[config.mk]
export PLATFORM = sky130hd
export DESIGN_NAME = axi_rr_arbiter
export DESIGN_NICKNAME = d
export VERILOG_FILES = /design/src/rtl/axi_rr_arbiter.sv
export SDC_FILE = /design/constraint.sdc
export NUM_CORES = 1
export LEC_CHECK = 0
export BUFFER_PORTS_ARGS = -buffer_cell sky130_fd_sc_hd__clkbuf_2
export CAP_MARGIN = 20
export CORE_AREA = 2 2 202 204
export DETAILED_ROUTE_END_ITERATION = 10
export DIE_AREA = 0 0 204 206
export PLACE_DENSITY = 0.37
export SLEW_MARGIN = 20
export SYNTH_ARGS = -nofsm -noshare
export SYNTH_HDL_FRONTEND = slang
export SYNTH_SLANG_ARGS = --single-unit
[constraint.sdc]
create_clock -name clk_i -period 1.76 [get_ports clk_i]
set_clock_uncertainty 0.1 [all_clocks]
set_input_delay 0.352 -clock clk_i [delete_from_list [all_inputs] [get_ports clk_i]]
set_output_delay 0.352 -clock clk_i [all_outputs]
set_load 0.01 [all_outputs]
[src/rtl/axi_rr_arbiter.sv]
// ---------------------------------------------------------------------------
// axi_rr_arbiter
//   N-to-1 AXI4-Lite arbiter. Core-side requesters (master 0 = IFU,
//   master 1 = LSU, higher indices for DMA/debug) share one downstream
//   AXI slave port. The read path (AR/R) and the write path (AW/W/B) are
//   arbitrated independently, each with a round-robin pointer. A grant is
//   held from the request until the response handshake completes.
//
// Ports
//   clk_i, rst_i            clock, asynchronous active-high reset
//   slv_ar_* / slv_r_*      per-master read channels (R data/resp broadcast)
//   slv_aw_* / slv_w_*      per-master write address/data channels
//   slv_b_*                 per-master write response (resp broadcast)
//   mst_ar_* / mst_r_*      downstream read channels
//   mst_aw_* / mst_w_*      downstream write address/data channels
//   mst_b_*                 downstream write response
//
// Per-master address/data buses are flat: master k occupies slice k of the
// vector ([k*ADDR_W +: ADDR_W], etc.).
// ---------------------------------------------------------------------------
module axi_rr_arbiter #(
  parameter  int NUM_MST = 3,
  parameter  int ADDR_W  = 32,
  parameter  int DATA_W  = 32,
  localparam int STRB_W  = DATA_W / 8,
  localparam int IDX_W   = $clog2(NUM_MST)
) (
  input  logic                       clk_i,
  input  logic                       rst_i,
  // upstream read
  input  logic [NUM_MST-1:0]         slv_ar_valid_i,
  input  logic [NUM_MST*ADDR_W-1:0]  slv_ar_addr_i,
  output logic [NUM_MST-1:0]         slv_ar_ready_o,
  output logic [NUM_MST-1:0]         slv_r_valid_o,
  output logic [DATA_W-1:0]          slv_r_data_o,
  output logic [1:0]                 slv_r_resp_o,
  input  logic [NUM_MST-1:0]         slv_r_ready_i,
  // upstream write
  input  logic [NUM_MST-1:0]         slv_aw_valid_i,
  input  logic [NUM_MST*ADDR_W-1:0]  slv_aw_addr_i,
  output logic [NUM_MST-1:0]         slv_aw_ready_o,
  input  logic [NUM_MST-1:0]         slv_w_valid_i,
  input  logic [NUM_MST*DATA_W-1:0]  slv_w_data_i,
  input  logic [NUM_MST*STRB_W-1:0]  slv_w_strb_i,
  output logic [NUM_MST-1:0]         slv_w_ready_o,
  output logic [NUM_MST-1:0]         slv_b_valid_o,
  output logic [1:0]                 slv_b_resp_o,
  input  logic [NUM_MST-1:0]         slv_b_ready_i,
  // downstream read
  output logic                       mst_ar_valid_o,
  output logic [ADDR_W-1:0]          mst_ar_addr_o,
  input  logic                       mst_ar_ready_i,
  input  logic                       mst_r_valid_i,
  input  logic [DATA_W-1:0]          mst_r_data_i,
  input  logic [1:0]                 mst_r_resp_i,
  output logic                       mst_r_ready_o,
  // downstream write
  output logic                       mst_aw_valid_o,
  output logic [ADDR_W-1:0]          mst_aw_addr_o,
  input  logic                       mst_aw_ready_i,
  output logic                       mst_w_valid_o,
  output logic [DATA_W-1:0]          mst_w_data_o,
  output logic [STRB_W-1:0]          mst_w_strb_o,
  input  logic                       mst_w_ready_i,
  input  logic                       mst_b_valid_i,
  input  logic [1:0]                 mst_b_resp_i,
  output logic                       mst_b_ready_o
);

  typedef enum logic [1:0] {R_IDLE, R_ADDR, R_DATA} rd_state_t;
  typedef enum logic [1:0] {W_IDLE, W_REQ, W_RESP}  wr_state_t;

  // Round-robin search: first asserted request at or after ptr, wrapping.
  function automatic logic [IDX_W-1:0] rr_pick(input logic [NUM_MST-1:0] req,
                                               input logic [IDX_W-1:0]   ptr);
    logic [IDX_W-1:0] idx;
    logic             found;
    rr_pick = ptr;
    found   = 1'b0;
    idx     = ptr;
    for (int i = 0; i < NUM_MST; i++) begin
      if (!found && req[idx]) begin
        rr_pick = idx;
        found   = 1'b1;
      end
      idx = (idx == IDX_W'(NUM_MST-1)) ? '0 : idx + 1'b1;
    end
  endfunction

  function automatic logic [IDX_W-1:0] next_idx(input logic [IDX_W-1:0] g);
    next_idx = (g == IDX_W'(NUM_MST-1)) ? '0 : g + 1'b1;
  endfunction

  // Flat buses viewed as per-master arrays for grant-indexed muxing.
  logic [NUM_MST-1:0][ADDR_W-1:0] w_ar_addr_arr;
  logic [NUM_MST-1:0][ADDR_W-1:0] w_aw_addr_arr;
  logic [NUM_MST-1:0][DATA_W-1:0] w_w_data_arr;
  logic [NUM_MST-1:0][STRB_W-1:0] w_w_strb_arr;

  assign w_ar_addr_arr = slv_ar_addr_i;
  assign w_aw_addr_arr = slv_aw_addr_i;
  assign w_w_data_arr  = slv_w_data_i;
  assign w_w_strb_arr  = slv_w_strb_i;

  // ------------------------------------------------------------------ read
  rd_state_t        r_rd_state, w_rd_state_nxt;
  logic [IDX_W-1:0] r_rd_grant, w_rd_grant_nxt;
  logic [IDX_W-1:0] r_rd_ptr,   w_rd_ptr_nxt;
  logic             w_ar_fwd, w_r_fwd;

  always_ff @(posedge clk_i or posedge rst_i) begin
    if (rst_i) begin
      r_rd_state <= R_IDLE;
      r_rd_grant <= '0;
      r_rd_ptr   <= '0;
    end else begin
      r_rd_state <= w_rd_state_nxt;
      r_rd_grant <= w_rd_grant_nxt;
      r_rd_ptr   <= w_rd_ptr_nxt;
    end
  end

  always_comb begin
    w_rd_state_nxt = r_rd_state;
    w_rd_grant_nxt = r_rd_grant;
    w_rd_ptr_nxt   = r_rd_ptr;
    w_ar_fwd       = 1'b0;
    w_r_fwd        = 1'b0;
    mst_ar_valid_o = 1'b0;
    mst_r_ready_o  = 1'b0;
    case (r_rd_state)
      R_IDLE: begin
        if (|slv_ar_valid_i) begin
          w_rd_grant_nxt = rr_pick(slv_ar_valid_i, r_rd_ptr);
          w_rd_state_nxt = R_ADDR;
        end
      end
      R_ADDR: begin
        w_ar_fwd       = 1'b1;
        mst_ar_valid_o = slv_ar_valid_i[r_rd_grant];
        if (mst_ar_valid_o && mst_ar_ready_i) w_rd_state_nxt = R_DATA;
      end
      R_DATA: begin
        w_r_fwd       = 1'b1;
        mst_r_ready_o = slv_r_ready_i[r_rd_grant];
        if (mst_r_valid_i && mst_r_ready_o) begin
          w_rd_state_nxt = R_IDLE;
          w_rd_ptr_nxt   = next_idx(r_rd_grant);
        end
      end
      default: w_rd_state_nxt = R_IDLE;
    endcase
  end

  assign mst_ar_addr_o = w_ar_addr_arr[r_rd_grant];
  assign slv_r_data_o  = mst_r_data_i;
  assign slv_r_resp_o  = mst_r_resp_i;

  // ----------------------------------------------------------------- write
  wr_state_t        r_wr_state, w_wr_state_nxt;
  logic [IDX_W-1:0] r_wr_grant, w_wr_grant_nxt;
  logic [IDX_W-1:0] r_wr_ptr,   w_wr_ptr_nxt;
  logic             r_aw_done,  w_aw_done_nxt;
  logic             r_w_done,   w_w_done_nxt;
  logic             w_aw_fwd, w_w_fwd, w_b_fwd;

  always_ff @(posedge clk_i or posedge rst_i) begin
    if (rst_i) begin
      r_wr_state <= W_IDLE;
      r_wr_grant <= '0;
      r_wr_ptr   <= '0;
      r_aw_done  <= 1'b0;
      r_w_done   <= 1'b0;
    end else begin
      r_wr_state <= w_wr_state_nxt;
      r_wr_grant <= w_wr_grant_nxt;
      r_wr_ptr   <= w_wr_ptr_nxt;
      r_aw_done  <= w_aw_done_nxt;
      r_w_done   <= w_w_done_nxt;
    end
  end

  always_comb begin
    w_wr_state_nxt = r_wr_state;
    w_wr_grant_nxt = r_wr_grant;
    w_wr_ptr_nxt   = r_wr_ptr;
    w_aw_done_nxt  = r_aw_done;
    w_w_done_nxt   = r_w_done;
    w_aw_fwd       = 1'b0;
    w_w_fwd        = 1'b0;
    w_b_fwd        = 1'b0;
    mst_aw_valid_o = 1'b0;
    mst_w_valid_o  = 1'b0;
    mst_b_ready_o  = 1'b0;
    case (r_wr_state)
      W_IDLE: begin
        // W alone never starts a grant; AW is the request.
        if (|slv_aw_valid_i) begin
          w_wr_grant_nxt = rr_pick(slv_aw_valid_i, r_wr_ptr);
          w_wr_state_nxt = W_REQ;
        end
      end
      W_REQ: begin
        // AW and W may complete in either order; a finished channel is
        // masked so it cannot handshake twice.
        w_aw_fwd       = !r_aw_done;
        w_w_fwd        = !r_w_done;
        mst_aw_valid_o = slv_aw_valid_i[r_wr_grant] && !r_aw_done;
        mst_w_valid_o  = slv_w_valid_i[r_wr_grant]  && !r_w_done;
        w_aw_done_nxt  = r_aw_done || (mst_aw_valid_o && mst_aw_ready_i);
        w_w_done_nxt   = r_w_done  || (mst_w_valid_o  && mst_w_ready_i);
        if (w_aw_done_nxt && w_w_done_nxt) begin
          w_wr_state_nxt = W_RESP;
          w_aw_done_nxt  = 1'b0;
          w_w_done_nxt   = 1'b0;
        end
      end
      W_RESP: begin
        w_b_fwd       = 1'b1;
        mst_b_ready_o = slv_b_ready_i[r_wr_grant];
        if (mst_b_valid_i && mst_b_ready_o) begin
          w_wr_state_nxt = W_IDLE;
          w_wr_ptr_nxt   = next_idx(r_wr_grant);
        end
      end
      default: w_wr_state_nxt = W_IDLE;
    endcase
  end

  assign mst_aw_addr_o = w_aw_addr_arr[r_wr_grant];
  assign mst_w_data_o  = w_w_data_arr[r_wr_grant];
  assign mst_w_strb_o  = w_w_strb_arr[r_wr_grant];
  assign slv_b_resp_o  = mst_b_resp_i;

  // ------------------------------------------- per-master ready/valid fanout
  for (genvar k = 0; k < NUM_MST; k++) begin : g_mst
    logic w_sel_rd, w_sel_wr;
    assign w_sel_rd          = (r_rd_grant == IDX_W'(k));
    assign w_sel_wr          = (r_wr_grant == IDX_W'(k));
    assign slv_ar_ready_o[k] = w_ar_fwd && w_sel_rd && mst_ar_ready_i;
    assign slv_r_valid_o[k]  = w_r_fwd  && w_sel_rd && mst_r_valid_i;
    assign slv_aw_ready_o[k] = w_aw_fwd && w_sel_wr && mst_aw_ready_i;
    assign slv_w_ready_o[k]  = w_w_fwd  && w_sel_wr && mst_w_ready_i;
    assign slv_b_valid_o[k]  = w_b_fwd  && w_sel_wr && mst_b_valid_i;
  end

endmodule
==> results of run 1 <==
[routing by layer]
metal / wire (um) / track usage [%] / vias to the layer above
li1: - / - / 2655
met5: 46 / 0 / -
met4: 679 / 2.433 / 6
met1: 8523 / 10.22 / 2534
met2: 14130 / 23.45 / 375
met3: 2577 / 3.753 / 41
[final cells by class]
cell class	instances	share of cell area (%)
Tap cell	532	8.204
Sequential cell	14	4.426
Antenna cell	2	0.06168
Timing Repair Buffer	533	45.01
Clock buffer	4	1.095
Multi-Input combinational cell	396	40.60
Inverter	13	0.6014
[cell usage after synthesis, types with 3 or more instances]
library cell and n:
nor2_1 10, nand2_1 108, nand2b_1 3, o2bb2ai_1 6, o21ai_0 93, clkbuf_1 18
inv_1 13, nor3b_1 5, nor2b_1 6, mux2i_1 105, buf_2 11, nand3b_1 3
dfrtp_1 14, o22ai_1 4, nor3_1 5, a21oi_1 4, buf_6 4, buf_4 43
or3_1 4, o21ai_1 16
[cells in the final DEF (no fill, tap or decap), drive strengths merged, types with 3 or more instances in the layout]
| cell type | Yosys | final |
|---|---|---|
| a21oi | 4 | 4 |
| buf | 58 | 202 |
| clkbuf | 18 | 335 |
| dfrtp | 14 | 14 |
| inv | 13 | 13 |
| mux2 | 3 | 3 |
| mux2i | 105 | 105 |
| nand2 | 108 | 108 |
| nand2b | 3 | 3 |
| nand3b | 3 | 3 |
| nor2 | 10 | 10 |
| nor2b | 7 | 7 |
| nor3 | 6 | 6 |
| nor3b | 5 | 5 |
| o21ai | 109 | 109 |
| o22ai | 4 | 4 |
| o2bb2ai | 6 | 6 |
| or3 | 4 | 4 |
[power by group]
part,internal (mW),switching [mW]
logic,5.23,5.14
registers,0.477,0.223
clock network,0.345,0.145
[worst reg2reg max path, stage by stage, from the launching register on]
cell       delay [ns]
dfrtp_2          0.44
buf_12           0.15
buf_12           0.14
mux2i_2          0.16
a2bb2oi_4        0.15
buf_6            0.12
nor3_4           0.23
mux2_4           0.32
[stage by stage]
stage,worst slack (ns),std cells
4_1_cts,-0.3932,1490
2_1_floorplan,0.08679,499
3_5_place_dp,-0.3579,1446
5_1_grt,-0.4551,1493
3_3_place_gp,-0.3213,1446
6_report,-0.3772,1494
[registers in the layout, indices dropped and copies added (netlist names)]
signal and count:
r_aw_done 1, r_rd_grant 2, r_rd_ptr 2, r_rd_state 2
r_w_done 1, r_wr_grant 2, r_wr_ptr 2, r_wr_state 2
[worst max path at each step]
stage                              from           endpoint  cells past startpoint
final                     r_wr_grant[1]     mst_aw_valid_o                      6
after floorplan           r_wr_grant[1]  mst_aw_addr_o[10]                      5
after global routing      r_wr_grant[1]      mst_b_ready_o                      5
after detailed placement  r_wr_grant[1]    mst_w_strb_o[3]                      4
after CTS                 r_wr_grant[1]   mst_w_data_o[24]                      7
after global placement    r_wr_grant[1]    mst_w_strb_o[3]                      4
[timing repair]
action	4_1_cts	5_1_grt
setup buffers	29	4
resized for setup	229	226
pin swaps	51	23
setup endpoints to repair	120	125
cloned	13	3
[cells by family (layout without fill, tap and decap cells)]
| group | Yosys count | count (layout) |
|---|---|---|
| other | 0 | 2 |
| AO/OA/AOI/OAI | 133 | 133 |
| multiplexers | 108 | 108 |
| buffers and inverters | 89 | 550 |
| AND/OR/NAND/NOR | 155 | 155 |
| flip-flops | 14 | 14 |
==> impl_metrics.tcl, run 1 <==
set metrics [dict create \
    cpPeakStageDelay_ns 0.55 \
    finish.instance_area_um2 8114 \
    synth_top_family_by_area "multiplexers" \
    synth-edff-count 0 \
    ios 514 \
    crit_arrival_ns 1.69 \
    crit_family "flip-flops" \
    max_freq_mhz 467.9 \
    netlist.area_leader.share_pct 30.81 \
    status "complete, but fails checks" \
    start_kind "register" \
    fin_ws_ns -0.3772 \
    yosys.area.top_type "mux2i_1" \
    cts_buffer_depth 2 \
    whs_ns -0.01337 \
    ant_nets 0 \
    synth-simple-area-share_pct 20.36 \
    dpl_cell_area_um2 6320 \
    ctsHtreeMaxLevel 1 \
    drt-vias-per-instance 3.756 \
    synth_xor_area_share_pct 0 \
    worstMarginPinSlew_ns 0.4633 \
    r2r_slack_ns -0.17 \
    total_power_mw 11.56 \
    regArea_um2 359.1 \
    numCtsBuffers 3 \
    synth_compound_area_share_pct 21.64 \
    critical_path_class "reg -> out" \
    hold_path_class "in -> async" \
    crit_path_end_kind "primary output" \
    finalSetupTns_ns -31.30 \
    dieArea_um2 42020 \
    maxCapViolCount 0 \
    r2r_start "r_rd_grant[1]" \
    finalCritPeriodShare_pct 121.4 \
    root_buffer "clkbuf_16" \
    cts.clk_slew.worst_paths_ns 0.05 \
    final_util_pct 20.19 \
    grt_use_total_pct 11.20 \
    drc 0 \
    dr_total_vias 5611 \
    cpMaxStageDelayCell "dfrtp_4" \
    grt_pass1_vias 5600 \
    hold_buffers 0 \
    violations "hold timing, setup timing" \
    cts_tree "yes" \
    relSlewSlack_pct 69.05 \
    io_buffers 441 \
    period_needed_ns 2.137 \
    synth.area.top_cells "mux2i_1 31%, o21ai_0 14%, nand2_1 12%" \
    worst-r2r-cell-count 7 \
    nets 1319 \
    fillCellCount 4538 \
    worstPathMaxFanout 7 \
    core_area_um2 40180 \
    overflow 0 \
    drt_first_pass_iters 4 \
    routedWlPerCell_um 17.37 \
    synth.distinct_cells 38 \
    ir_drop_mv 0.5322 \
    drt_iter0_drc 194 \
    antenna_found_initial 6 \
    finalMaxSlewViolations 0 \
    clock_latency_ns 0.25 \
    cp_num_buf_inv 3 \
    row_count 74 \
    setup_viol 122 \
    initial_utilization_pct 8.488 \
    grt_max_degree 26 \
    syn-num-nets 857 \
    ys_ff_latch 14 \
    synth_flop_cell "dfrtp_1" \
    seq_area_frac_synth_pct 10.27 \
    drive_gt1_share_pct 70.63 \
    rsz0062_at_grt "true" \
    power_density_nw_per_um2 1424 \
    finalHoldViolCount 8 \
    path_cells "nor2b_4, buf_8, buf_12, o2bb2ai_4, and3_4, buf_6" \
    die_h_um 206 \
    dp.final_hpwl_um 19880 \
    synthAdderAreaFrac_pct 0 \
    multiInputGateArea_um2 3294 \
    syn_inst 499 \
    grt_pass1_wl_um 34540 \
    area_delta_synth_final_pct 137.9 \
    cts.sinks 14 \
    wl_um 25950 \
    syn_area_um2 3411 \
    routabilityCongestion 0.8357 \
    syn_area_per_cell_um2 6.835 \
    die_width_um 204 \
    ys_warn_count 0 \
    cp.required_ns 1.31 \
    worstReg2RegEnd "r_rd_ptr[1]" \
    async_flop_share_pct 100.0 \
    leakage_nw 3.981 \
    muxShareOfSynthArea_pct 31.91 \
]
Power figures use the tool's default switching activity.
==> inputs of run 2 (changes only) <==
--- a/config.mk
+++ b/config.mk
@@ -5,12 +5,13 @@
 export SDC_FILE = /design/constraint.sdc
 export NUM_CORES = 1
 export LEC_CHECK = 0
+export ABC_AREA = 1
 export BUFFER_PORTS_ARGS = -buffer_cell sky130_fd_sc_hd__clkbuf_2
 export CAP_MARGIN = 20
 export CORE_AREA = 2 2 202 204
 export DETAILED_ROUTE_END_ITERATION = 10
 export DIE_AREA = 0 0 204 206
-export PLACE_DENSITY = 0.37
+export PLACE_DENSITY = 0.36
 export SLEW_MARGIN = 20
 export SYNTH_ARGS = -nofsm -noshare
 export SYNTH_HDL_FRONTEND = slang
==> run 2 against run 1 <==
Synthesized cell count increased by 24%. Largest power group unchanged. Final area rose by 6.9%. Register-to-register slack better by 0.21 ns. Combinational power is 28% higher. Critical endpoint is now slv_b_valid_o[0]. Critical path depth decreased by 1. Largest cell class unchanged. The run ends with setup timing left. Final cell count up 8.2%. Clock-buffer cell count stayed put. Sequential share of layout area down 0.34 points. Highest routed layer is now met4.
==> impl_metrics.tcl, run 2 <==
set metrics [dict create \
    overflow 0 \
    cp.required_ns 1.31 \
    grt_use_total_pct 11.79 \
    ctsHtreeMaxLevel 1 \
    synth.area.top_cells "nand2_1 38%, a22oi_1 14%, nand3_1 13%" \
    routedWlPerCell_um 16.85 \
    fin_ws_ns -0.2704 \
    finalMaxSlewViolations 0 \
    async_flop_share_pct 100.0 \
    worstReg2RegEnd "r_wr_state[0]" \
    synthTopCellsByCount "314 x nand2_1, 80 x nand3_1, 58 x a22oi_1" \
    yosys.area.top_type "nand2_1" \
    use_met2_pct 25.47 \
    worstMarginPinSlew_ns 0.3541 \
    numCtsBuffers 3 \
    synth.distinct_cells 18 \
    worst-r2r-cell-count 12 \
    top_usage_layer "met2" \
    crit_arrival_ns 1.58 \
    syn-num-nets 979 \
    dp.final_hpwl_um 22470 \
    ant_nets 0 \
    met3_usage_pct 2.554 \
    start_kind "register" \
    syn_area_um2 3127 \
    io_buffers 441 \
    routabilityCongestion 0.8358 \
    startpoint "r_wr_grant[0]" \
    final_common_cell "clkbuf_2" \
    grt_pass1_wl_um 36280 \
    ir_drop_mv 0.8971 \
    pre_cts_ws_ns -0.1979 \
    grt_max_degree 34 \
    final_cell_mix "335 x clkbuf_2, 164 x nand2_1, 82 x buf_6, 75 x nand2_4, 75 x nand2_2" \
    cts_tree "yes" \
    antenna_found_initial 5 \
    worstPathMaxFanout 17 \
    drc 0 \
    nets 1440 \
    grt_pass1_vias 6110 \
    finalHoldViolCount 0 \
    root_buffer "clkbuf_16" \
    period_needed_ns 2.030 \
    dieArea_um2 42020 \
    row_count 74 \
    dr_total_vias 6036 \
    core_area_um2 40180 \
    crit_path_end_kind "primary output" \
    die_width_um 204 \
    ys_warn_count 0 \
    violations "setup timing" \
    drive_gt1_share_pct 71.32 \
    ys_ff_latch 14 \
    r2r_slack_ns 0.04 \
    drt_first_pass_iters 4 \
    maxCapViolCount 0 \
    area_delta_synth_final_pct 177.5 \
    netlist.area_leader.share_pct 37.70 \
    initial_utilization_pct 7.781 \
    status "complete, but fails checks" \
    cp-endpoint "slv_b_valid_o[0]" \
    wl_um 27220 \
    relSlewSlack_pct 76.28 \
    leakage_nw 4.849 \
    synth_flop_cell "dfrtp_1" \
    synth-edff-count 0 \
    synth.most_common_cell "nand2_1" \
    use_met1_pct 9.822 \
    cts.clk_slew.worst_paths_ns 0.06 \
    hold_path_class "in -> async" \
    cts_buffer_depth 2 \
    drt-vias-per-instance 3.735 \
    max_freq_mhz 492.5 \
    syn_area_per_cell_um2 5.035 \
    fillCellCount 4513 \
    rsz0062_at_grt "true" \
    die_h_um 206 \
    r2r_start "r_wr_grant[1]" \
    clock_latency_ns 0.25 \
    syn_inst 621 \
    ios 514 \
    critical_path_class "reg -> out" \
    final_util_pct 21.59 \
    power_density_nw_per_um2 1675 \
    setup_viol 118 \
    drt_iter0_drc 262 \
    cts.sinks 14 \
    finalCritPeriodShare_pct 115.4 \
    seq_area_frac_synth_pct 11.20 \
]
[run 2: metal layers]
metal	part of all wire, %	vias up
li1	-	2921
met1	30	2707
met2	58	358
met3	7.4	50
met4	5.2	0
met5	0	-
[run 2: critical path, cell delays in order, from the launching register on]
cell	delay (ns)
dfrtp_2	0.45
nor2_4	0.18
buf_12	0.18
inv_1	0.17
nor2_4	0.17
clkbuf_2	0.17
[run 2: logic make-up after synthesis]
family / count (synthesis) / share of synthesized area [%]
flops: 14 / 11.20
compound gates: 71 / 16.17
buf+inv: 103 / 17.01
simple gates: 433 / 55.62
[run 2: power by group]
part | internal [mW] | switching, mW
Combinational | 6.66 | 6.69
Clock | 0.346 | 0.164
Sequential | 0.476 | 0.201
[run 2: cell type report]
type	instances	area (um2)	share of cell area, %
Timing Repair Buffer	524	3959	45.63
Multi-Input combinational cell	504	3445	39.70
Tap cell	532	665.6	7.672
Sequential cell	14	354.1	4.081
Inverter	35	156.4	1.803
Clock buffer	4	88.84	1.024
Antenna cell	3	7.507	0.08653
[run 2: worst min path at each step]
stage | end | startpoint | cells past startpoint
after floorplan | r_aw_done | rst_i | 1
after global routing | r_rd_state[1] | rst_i | 3
after CTS | r_rd_state[1] | rst_i | 3
final | r_rd_state[1] | rst_i | 3
after global placement | r_rd_state[1] | rst_i | 3
after detailed placement | r_rd_state[1] | rst_i | 3
[run 2: per-stage QoR]
stage / power [mW] / hold WS, ns / std cells / cell area (um2) / setup TNS [ns]
finish: 14.53 / 0.002834 / 1616 / 8676 / -25.61
CTS: 12.13 / 0.02175 / 1607 / 7495 / -25.32
global route: 15.58 / 0.03081 / 1616 / 8676 / -34.11
global placement: 8.872 / 0.2949 / 1570 / 6072 / -4.480
floorplan: 4.802 / 0.1412 / 621 / 3127 / 0
detailed placement: 8.865 / 0.2991 / 1570 / 6072 / -3.843
[run 2: timing repair]
action | in CTS | in global routing
pin swaps | 47 | 33
setup endpoints to repair | 120 | 123
hold endpoints to repair | 0 | 0
gates cloned | 7 | 5
setup buffers | 27 | 4
resized for setup | 241 | 357
hold buffers | 0 | 0
==> inputs of run 3 (changes only) <==
--- a/config.mk
+++ b/config.mk
@@ -12,6 +12,7 @@
 export DETAILED_ROUTE_END_ITERATION = 10
 export DIE_AREA = 0 0 204 206
 export PLACE_DENSITY = 0.36
+export SETUP_SLACK_MARGIN = 0.2
 export SLEW_MARGIN = 20
 export SYNTH_ARGS = -nofsm -noshare
 export SYNTH_HDL_FRONTEND = slang
==> run 3 against run 2 <==
The run still ends with setup timing left. First-iteration DRC count up 21%. Register-to-register slack worse by 0.13 ns. Final area up 4.2%. Via count up 2.6%. Highest routed layer unchanged.
==> impl_metrics.tcl, run 3 (synthesis results as in run 2) <==
set metrics [dict create \
    io_buffers 441 \
    grt_use_total_pct 11.78 \
    dr_total_vias 6192 \
    antenna_found_initial 2 \
    row_count 74 \
    violations "setup timing" \
    finalHoldViolCount 0 \
    root_buffer "clkbuf_16" \
    period_needed_ns 2.158 \
    ctsHtreeMaxLevel 1 \
    cts_buffer_depth 2 \
    drc 0 \
    multiInputGateArea_um2 3500 \
    grt_pass1_vias 6218 \
    final_common_cell "clkbuf_2" \
    clock_latency_ns 0.24 \
    finalCritPeriodShare_pct 122.6 \
    crit_path_end_kind "primary output" \
    hold_path_class "in -> reg" \
    numCtsBuffers 3 \
    worstMarginPinSlew_ns 0.3386 \
    grt_max_degree 21 \
    setup_viol 122 \
    cts_tree "yes" \
    hold_start "mst_ar_ready_i" \
    max_freq_mhz 463.5 \
    routabilityCongestion 0.8519 \
    startpoint "r_wr_grant[0]" \
    ir_drop_mv 1.012 \
    dpl_cell_area_um2 6090 \
    start_kind "register" \
    cts.clk_slew.worst_paths_ns 0.05 \
    status "complete, but fails checks" \
    maxCapViolCount 0 \
    leakage_nw 4.919 \
    ios 514 \
    initial_utilization_pct 7.781 \
    die_h_um 206 \
    crit_arrival_ns 1.71 \
    final_cell_mix "365 x clkbuf_2, 213 x nand2_1, 73 x buf_6, 54 x nand2_4, 50 x a22oi_2" \
    wl_um 27520 \
    power_density_nw_per_um2 1707 \
    whs_ns 0.3065 \
    cts.sinks 14 \
    fillCellCount 4488 \
    worstPathMaxFanout 10 \
    overflow 0 \
    rsz0062_at_grt "true" \
    r2r_start "r_wr_grant[1]" \
    drive_gt1_share_pct 72.51 \
    area_delta_synth_final_pct 189.1 \
    relSlewSlack_pct 77.32 \
    regArea_um2 359.1 \
    routedWlPerCell_um 16.78 \
    grt_pass1_wl_um 36430 \
    drt-vias-per-instance 3.776 \
    die_width_um 204 \
    finish.instance_area_um2 9040 \
    drt_iter0_drc 317 \
    core_area_um2 40180 \
    ant_nets 0 \
    fin_ws_ns -0.3977 \
    dieArea_um2 42020 \
    finalMaxSlewViolations 0 \
    critical_path_class "reg -> out" \
    cp.required_ns 1.31 \
    drt_first_pass_iters 4 \
    nets 1465 \
    dp.final_hpwl_um 22030 \
    total_power_mw 15.43 \
]
-- run 3: cell types whose count changed in the layout (fill, tap and decap cells not counted), sizes merged --
cell         change
diode            -1
clkinvlp         +1
clkbuf          +30
inv              -1
buf              -7
dlygate4sd3      +1
bufbuf           +1
-- run 3: layer usage --
layer,track usage (%),part of all wire [%],vias up
li1,-,-,2962
met4,3.986,3.9,0
met2,25.16,57,362
met1,10.79,32,2812
met3,2.381,6.9,56
met5,0,0,-
-- run 3: what timing repair did --
item,4_1_cts,5_1_grt
endpoints found under the setup margin,128,133
gates resized for setup,320,230
setup buffers,36,8
hold buffers,1,0
pin swaps,58,42
gates cloned,15,2
hold endpoints to repair,6,0
-- run 3: through the flow --
| step | cells | TNS (ns) | setup slack [ns] | utilization (%) |
|---|---|---|---|---|
| after global placement | 1572 | -1.677 | -0.1150 | 15.15 |
| after floorplan | 621 | 0 | 0.1831 | - |
| after CTS | 1628 | -31.54 | -0.3792 | 20.40 |
| after detailed placement | 1572 | -1.988 | -0.1192 | 15.15 |
| after global routing | 1638 | -38.14 | -0.4147 | 22.48 |
| final | 1640 | -30.05 | -0.3977 | 22.50 |
-- run 3: where the power goes --
part,switching (mW),internal [mW],total [mW]
clock,0.142,0.345,0.487
combinational,6.95,7.31,14.3
sequential,0.202,0.483,0.685
total,7.29,8.14,15.4
-- run 3: final cells by class --
cell class                 count  area share (%)
antenna                        2         0.05536
multi-input combinational    504           38.71
clock buffer                   4          0.9827
inverter                      35           1.744
sequential                    14           3.972
tap                          532           7.363
timing repair buffer         549           47.17
-- run 3: worst max-delay path, stage by stage, from the launching register on --
cell      delay, ns
dfrtp_2        0.47
inv_2          0.10
nor2_4         0.05
buf_12         0.13
buf_12         0.12
buf_16         0.15
a22oi_2        0.22
nand2_1        0.08
clkbuf_2       0.14
-- run 3: worst paths after layout --
| kind | end | slack [ns] | cells after the start |
|---|---|---|---|
| worst max-delay path | mst_aw_addr_o[23] | -0.40 | 8 |
| worst min-delay path | r_rd_state[1] | 0.31 | 3 |
| worst max register to register | r_wr_state[0] | -0.09 | 14 |
| worst min register to register | r_aw_done | 0.45 | 2 |
| max in group asynchronous | r_wr_ptr[1] | 0.77 | 4 |
| min in group asynchronous | r_rd_grant[0] | 0.56 | 4 |
